**src/rtl/fft_pkg.sv**
```systemverilog
// Shared definitions for the FFT input frame buffer: default sizes, the
// fill/full state encoding and the bit-reversal helper used for write addressing.
package fft_pkg;

    localparam int WORD_SIZE_DEF = 16;
    localparam int N_POINTS_DEF  = 16;
    localparam int ADDR_W_DEF    = $clog2(N_POINTS_DEF);

    typedef enum logic {
        ST_FILL = 1'b0,
        ST_FULL = 1'b1
    } fill_state_t;

    // Reverses the low 'width' bits of v; bits above 'width' come back as zero.
    function automatic logic [31:0] bitrev(input logic [31:0] v, input int width);
        logic [31:0] r;
        r = '0;
        for (int i = 0; i < 32; i++) begin
            if (i < width) begin
                r[i] = v[width-1-i];
            end
        end
        return r;
    endfunction

endpackage

```
**src/rtl/fft_bank.sv**
```systemverilog
// One frame bank: N_POINTS complex registers with a single write port and
// every position presented in parallel on flattened buses.
module fft_bank
    import fft_pkg::*;
#(
    parameter int WORD_SIZE = WORD_SIZE_DEF,
    parameter int N_POINTS  = N_POINTS_DEF,
    parameter int ADDR_W    = ADDR_W_DEF
) (
    input  logic                          clk,
    input  logic                          rst,
    input  logic                          i_wrEn,
    input  logic [ADDR_W-1:0]             i_wrAddr,
    input  logic [WORD_SIZE-1:0]          i_wrRe,
    input  logic [WORD_SIZE-1:0]          i_wrIm,
    output logic [N_POINTS*WORD_SIZE-1:0] o_rdRe,
    output logic [N_POINTS*WORD_SIZE-1:0] o_rdIm
);

    logic [WORD_SIZE-1:0] r_re [N_POINTS];
    logic [WORD_SIZE-1:0] r_im [N_POINTS];

    always_ff @(posedge clk or posedge rst) begin
        if (rst) begin
            for (int p = 0; p < N_POINTS; p++) begin
                r_re[p] <= '0;
                r_im[p] <= '0;
            end
        end else if (i_wrEn) begin
            r_re[i_wrAddr] <= i_wrRe;
            r_im[i_wrAddr] <= i_wrIm;
        end
    end

    for (genvar p = 0; p < N_POINTS; p++) begin : g_flatten
        assign o_rdRe[p*WORD_SIZE +: WORD_SIZE] = r_re[p];
        assign o_rdIm[p*WORD_SIZE +: WORD_SIZE] = r_im[p];
    end

endmodule

```
**src/rtl/fft_frame_buffer.sv**
```systemverilog
// Ping-pong frame buffer in front of the FFT core: serial samples fill one bank
// while the other bank is presented to the core as a complete parallel frame.
module fft_frame_buffer
    import fft_pkg::*;
#(
    parameter int WORD_SIZE = WORD_SIZE_DEF,
    parameter int N_POINTS  = N_POINTS_DEF,
    parameter int ADDR_W    = $clog2(N_POINTS),
    parameter int BITREV    = 0
) (
    input  logic                          clk,
    input  logic                          rst,
    input  logic                          in_valid,
    output logic                          in_ready,
    input  logic [WORD_SIZE-1:0]          in_re,
    input  logic [WORD_SIZE-1:0]          in_im,
    input  logic                          flush,
    output logic                          out_valid,
    input  logic                          out_ack,
    output logic [N_POINTS*WORD_SIZE-1:0] out_re,
    output logic [N_POINTS*WORD_SIZE-1:0] out_im,
    output logic [ADDR_W:0]               wr_count,
    output logic [7:0]                    frames_done
);

    localparam logic [ADDR_W:0] LAST_IDX = (ADDR_W+1)'(N_POINTS - 1);
    localparam logic [ADDR_W:0] FULL_CNT = (ADDR_W+1)'(N_POINTS);

    fill_state_t     r_state;
    fill_state_t     w_stateNext;
    logic            r_wrBank;
    logic            w_wrBankNext;
    logic [ADDR_W:0] r_wrCount;
    logic [ADDR_W:0] w_wrCountNext;
    logic            r_outValid;
    logic            w_outValidNext;
    logic [7:0]      r_frames;
    logic [7:0]      w_framesNext;

    logic              w_wrEn;
    logic              w_lastWrite;
    logic [ADDR_W-1:0] w_wrAddr;

    logic [N_POINTS*WORD_SIZE-1:0] w_bank0Re;
    logic [N_POINTS*WORD_SIZE-1:0] w_bank0Im;
    logic [N_POINTS*WORD_SIZE-1:0] w_bank1Re;
    logic [N_POINTS*WORD_SIZE-1:0] w_bank1Im;

    // A flush wins over any sample offered in the same cycle.
    assign in_ready    = (r_state == ST_FILL);
    assign w_wrEn      = in_valid && in_ready && !flush;
    assign w_lastWrite = w_wrEn && (r_wrCount == LAST_IDX);

    assign w_wrAddr = (BITREV != 0)
                    ? ADDR_W'(bitrev(32'(r_wrCount[ADDR_W-1:0]), ADDR_W))
                    : r_wrCount[ADDR_W-1:0];

    always_ff @(posedge clk or posedge rst) begin
        if (rst) begin
            r_state    <= ST_FILL;
            r_wrBank   <= 1'b0;
            r_wrCount  <= '0;
            r_outValid <= 1'b0;
            r_frames   <= '0;
        end else begin
            r_state    <= w_stateNext;
            r_wrBank   <= w_wrBankNext;
            r_wrCount  <= w_wrCountNext;
            r_outValid <= w_outValidNext;
            r_frames   <= w_framesNext;
        end
    end

    // A swap hands the filled bank to the reader and starts a fresh fill;
    // it always leaves out_valid high, so a simultaneous ack never drops it.
    always_comb begin
        w_stateNext    = r_state;
        w_wrBankNext   = r_wrBank;
        w_wrCountNext  = r_wrCount;
        w_outValidNext = r_outValid;
        w_framesNext   = r_frames;

        if (r_outValid && out_ack) begin
            w_outValidNext = 1'b0;
        end

        case (r_state)
            ST_FILL: begin
                if (flush) begin
                    w_wrCountNext = '0;
                end else if (w_lastWrite) begin
                    if (!r_outValid || out_ack) begin
                        w_wrBankNext   = ~r_wrBank;
                        w_wrCountNext  = '0;
                        w_outValidNext = 1'b1;
                        w_framesNext   = r_frames + 8'd1;
                    end else begin
                        w_stateNext   = ST_FULL;
                        w_wrCountNext = FULL_CNT;
                    end
                end else if (w_wrEn) begin
                    w_wrCountNext = r_wrCount + 1'b1;
                end
            end
            ST_FULL: begin
                if (flush) begin
                    w_stateNext   = ST_FILL;
                    w_wrCountNext = '0;
                end else if (out_ack) begin
                    w_stateNext    = ST_FILL;
                    w_wrBankNext   = ~r_wrBank;
                    w_wrCountNext  = '0;
                    w_outValidNext = 1'b1;
                    w_framesNext   = r_frames + 8'd1;
                end
            end
            default: begin
                w_stateNext = ST_FILL;
            end
        endcase
    end

    fft_bank #(
        .WORD_SIZE(WORD_SIZE),
        .N_POINTS (N_POINTS),
        .ADDR_W   (ADDR_W)
    ) u_bank0 (
        .clk     (clk),
        .rst     (rst),
        .i_wrEn  (w_wrEn && !r_wrBank),
        .i_wrAddr(w_wrAddr),
        .i_wrRe  (in_re),
        .i_wrIm  (in_im),
        .o_rdRe  (w_bank0Re),
        .o_rdIm  (w_bank0Im)
    );

    fft_bank #(
        .WORD_SIZE(WORD_SIZE),
        .N_POINTS (N_POINTS),
        .ADDR_W   (ADDR_W)
    ) u_bank1 (
        .clk     (clk),
        .rst     (rst),
        .i_wrEn  (w_wrEn && r_wrBank),
        .i_wrAddr(w_wrAddr),
        .i_wrRe  (in_re),
        .i_wrIm  (in_im),
        .o_rdRe  (w_bank1Re),
        .o_rdIm  (w_bank1Im)
    );

    // The read bank is whichever bank is not being filled.
    assign out_re      = r_wrBank ? w_bank0Re : w_bank1Re;
    assign out_im      = r_wrBank ? w_bank0Im : w_bank1Im;
    assign out_valid   = r_outValid;
    assign wr_count    = r_wrCount;
    assign frames_done = r_frames;

endmodule

```
**config.mk**
```make
export PLATFORM = sky130hd
export DESIGN_NAME = fft_frame_buffer
export DESIGN_NICKNAME = d
export VERILOG_FILES = /design/src/rtl/fft_pkg.sv /design/src/rtl/fft_bank.sv /design/src/rtl/fft_frame_buffer.sv
export SDC_FILE = /design/constraint.sdc
export NUM_CORES = 2
export LEC_CHECK = 0
export CORE_AREA = 2 2 293 295
export DETAILED_ROUTE_END_ITERATION = 7
export DIE_AREA = 0 0 295 297
export PLACE_DENSITY = 0.74
export SYNTH_ARGS = -nofsm -noshare
export SYNTH_HDL_FRONTEND = slang
export SYNTH_SLANG_ARGS = --single-unit
```
**constraint.sdc**
```tcl
create_clock -name clk -period 51.4 [get_ports clk]
set_input_delay 12.85 -clock clk [delete_from_list [all_inputs] [get_ports clk]]
set_output_delay 12.85 -clock clk [all_outputs]
set_load 0.03 [all_outputs]
```
==> flow_summary.json <==
{
  "status": "complete, no violations",
  "preCtsSetupSlack_ns": 34.41,
  "yosys.area.top_type": "dfrtp_1",
  "rows": 107,
  "nFillCells": 5990,
  "ys_seq_area_share_pct": 57.7,
  "start_kind": "flip-flop",
  "placed_cell_area_um2": 51500,
  "synth_edf_count": 0,
  "post-cts-setup-buffer-count": 0,
  "slew_viol_final": 0,
  "syn_inst": 2939,
  "hold_path.class": "flip-flop to flip-flop",
  "grt_pass1_vias": 28500,
  "clock_skew_ns": 0.0290,
  "start_util_pct": 53.4,
  "synth-main-ff-cell": "dfrtp_1",
  "async_reset_ff_share_pct": 100,
  "path_cells": "buf_12 > buf_4 > mux2_2 > clkdlybuf4s50_1",
  "cts_hold_buf": 0,
  "grt_overflow_total": 0,
  "relSlewSlack_pct": 6.52,
  "cts_max_path_buffers": 3,
  "worstPathRequired_ns": 38.55,
  "cts_resized": 0,
  "cpPeakStageDelay_ns": 1.04,
  "period_minus_slack_ns": 17.36,
  "synth_most_common_cell": "mux2_2",
  "root_buffer": "clkbuf_16",
  "fp.dieW_um": 295,
  "tightest_slew_ns": 1.40,
  "grt_start_max_net_pins": 192,
  "cts_tree": "done",
  "switching_share_pct": 21.8,
  "io-pin-count": 564,
  "synth_area_um2": 45100,
  "final_antenna_net_count": 0,
  "synth_area_per_cell_um2": 15.3,
  "pwr-share-seq_pct": 49.1,
  "drt-pass1-iter-count": 5,
  "cts-buffers-inserted": 108,
  "design_area_um2": 55300,
  "peakVddDrop_uv": 24.5,
  "p_per_area_nw_per_um2": 31.7,
  "vias": 26400,
  "fin_setup_tns_ns": 0,
  "path_delay_family": "buffers and inverters",
  "clk_latency_ns": 0.67,
  "p_leak_nw": 27.3,
  "setup_ws_ns": 34.04,
  "grt_pass1_wl_um": 183000,
  "viasPerCell": 5.69,
  "routedWlPerCell_um": 26.3,
  "syn_to_final_growth_pct": 22.7,
  "place_congestion": 0.852,
  "drv_cap": 0,
  "cp_slowest_cell": "dfrtp_4",
  "p_int_mw": 1.37,
  "portBuffers": 563,
  "synth_common_cells": "mux2_2, dfrtp_1, clkbuf_1",
  "wirelength_um": 122000,
  "placedCellCount": 4436,
  "final_layout_size_suffix_gt1_share_pct": 51.2,
  "hpwl_um": 78500,
  "cts_max_level": 3,
  "cp-end-kind": "primary output",
  "syn_nets": 2982,
  "p_clk_share_pct": 47.0,
  "gr-usage-all-layers_pct": 27.7,
  "max_freq_mhz": 57.6,
  "nets": 3445,
  "critical_path_class": "flip-flop to primary output",
  "setup_viol": 0,
  "dieHeight_um": 297,
  "core_area_um2": 84500,
  "drtIter0Drc": 1503,
  "rsz0062_at_grt": "no",
  "cts_sinks": 1040,
  "worstPathArrival_ns": 4.51,
  "antenna_found_initial": 3,
  "ys_ff_latch": 1040,
  "netlist.area_leader.share_pct": 57.7,
  "power_mw": 1.76,
  "dieArea_um2": 87600,
  "yosysWarnings": 0,
  "clk_pin_slew_ns": 0.06,
  "power.switching_mw": 0.383,
  "drc": 0,
  "comb_power_share_pct": 3.9,
  "period_share_pct": 33.8,
  "synth_area_leaders": "dfrtp_1, mux2_2, clkbuf_1, buf_2, mux2_1",
  "synth.distinct_cells": 36,
  "crit_path_max_fanout": 186,
  "hold_viol": 0,
  "path_buf_inv": 3,
  "fin_cells": 4636
}
[layout by cell type (no fill, tap or decap), drive strengths merged, types with 2 or more instances in the layout]
| cell type | instances |
|---|---|
| a21oi | 3 |
| a31oi | 2 |
| and2 | 11 |
| and3 | 5 |
| and4bb | 2 |
| buf | 48 |
| bufinv | 16 |
| clkbuf | 150 |
| clkdlybuf4s50 | 560 |
| clkinv | 20 |
| clkinvlp | 8 |
| dfrtp | 1040 |
| diode | 2 |
| ha | 6 |
| inv | 11 |
| mux2 | 1537 |
| nand2 | 29 |
| nand3 | 2 |
| nand4 | 4 |
| nor2 | 5 |
| nor2b | 3 |
| nor3 | 3 |
| nor3b | 2 |
| o21ai | 5 |
| xnor2 | 6 |
| xor2 | 2 |
[sequential cells by signal (all words and copies together), names as in the netlist, named ones only]
signal / count
frames_done: 8
r_state: 1
r_wrBank: 1
u_bank0.o_rdIm: 256
u_bank0.o_rdRe: 256
u_bank1.o_rdIm: 256
u_bank1.o_rdRe: 256
wr_count: 5
[power by group through the flow]
stage	Combinational (mW)	Clock (mW)	Sequential, mW
6_report	0.0682	0.825	0.862
5_1_grt	0.0757	0.874	0.864
4_1_cts	0.0700	0.839	0.862
3_5_place_dp	0.0697	0	0.876
3_3_place_gp	0.0653	0	0.874
2_1_floorplan	0.0473	0	0.872
[final cells by class]
class,instances,area [um2],area share (%)
flip-flops and latches,1040,26000,47.0
multi-input cells,1637,18000,32.6
repair buffers,608,6000,10.8
clock inverters,48,702,1.27
well taps,1144,1430,2.59
inverters,7,33.8,0.0611
diodes,2,5.00,0.00905
clock buffers,150,3080,5.57
[worst register-to-register path: stages (launching register included)]
cell      delay [ns]
dfrtp_4         1.04
buf_12          0.64
and4bb_2        0.43
and2_1          0.26
nand2_2         0.71
mux2_2          0.58
[worst paths after layout]
path / start / end / slack [ns] / cells past startpoint
max in group asynchronous: rst / u_bank1.o_rdIm[82] / 35.25 / 5
setup reg to reg: r_wrBank / u_bank1.o_rdIm[18] / 47.60 / 5
hold / removal: u_bank0.o_rdRe[15] / u_bank0.o_rdRe[15] / 0.48 / 1
hold reg to reg: u_bank0.o_rdRe[15] / u_bank0.o_rdRe[15] / 0.48 / 1
setup / recovery: r_wrBank / out_re[176] / 34.04 / 4
min in group asynchronous: rst / u_bank1.o_rdRe[166] / 12.78 / 2
[stage by stage]
step	utilization, %	hold slack (ns)
2_1_floorplan	-	0.452
3_3_place_gp	61.0	0.461
6_report	65.5	0.485
3_5_place_dp	61.0	0.470
5_1_grt	65.5	0.506
4_1_cts	65.5	0.484
[cells by family (layout without fill, tap and decap cells)]
kind of cell / count (synthesis) / count (layout) / share of synthesized area, %
xor+xnor: 8 / 8 / 0.155
compound gates: 17 / 17 / 0.247
simple gates: 69 / 69 / 0.854
buf+inv: 262 / 813 / 2.50
flops: 1040 / 1040 / 57.7
other cells: 0 / 2 / 0
fa+ha+maj: 6 / 6 / 0.166
mux: 1537 / 1537 / 38.4
[layer usage]
layer	share of wire, %	GRT usage, %	wire, um	vias up
li1	-	-	-	11400
met1	41	35.8	50400	14100
met2	49	46.3	60200	706
met3	7.0	7.08	8510	155
met4	2.5	7.47	3000	2
met5	0.0090	0	11	-
Note: power is estimated with default switching activity, not from simulation.
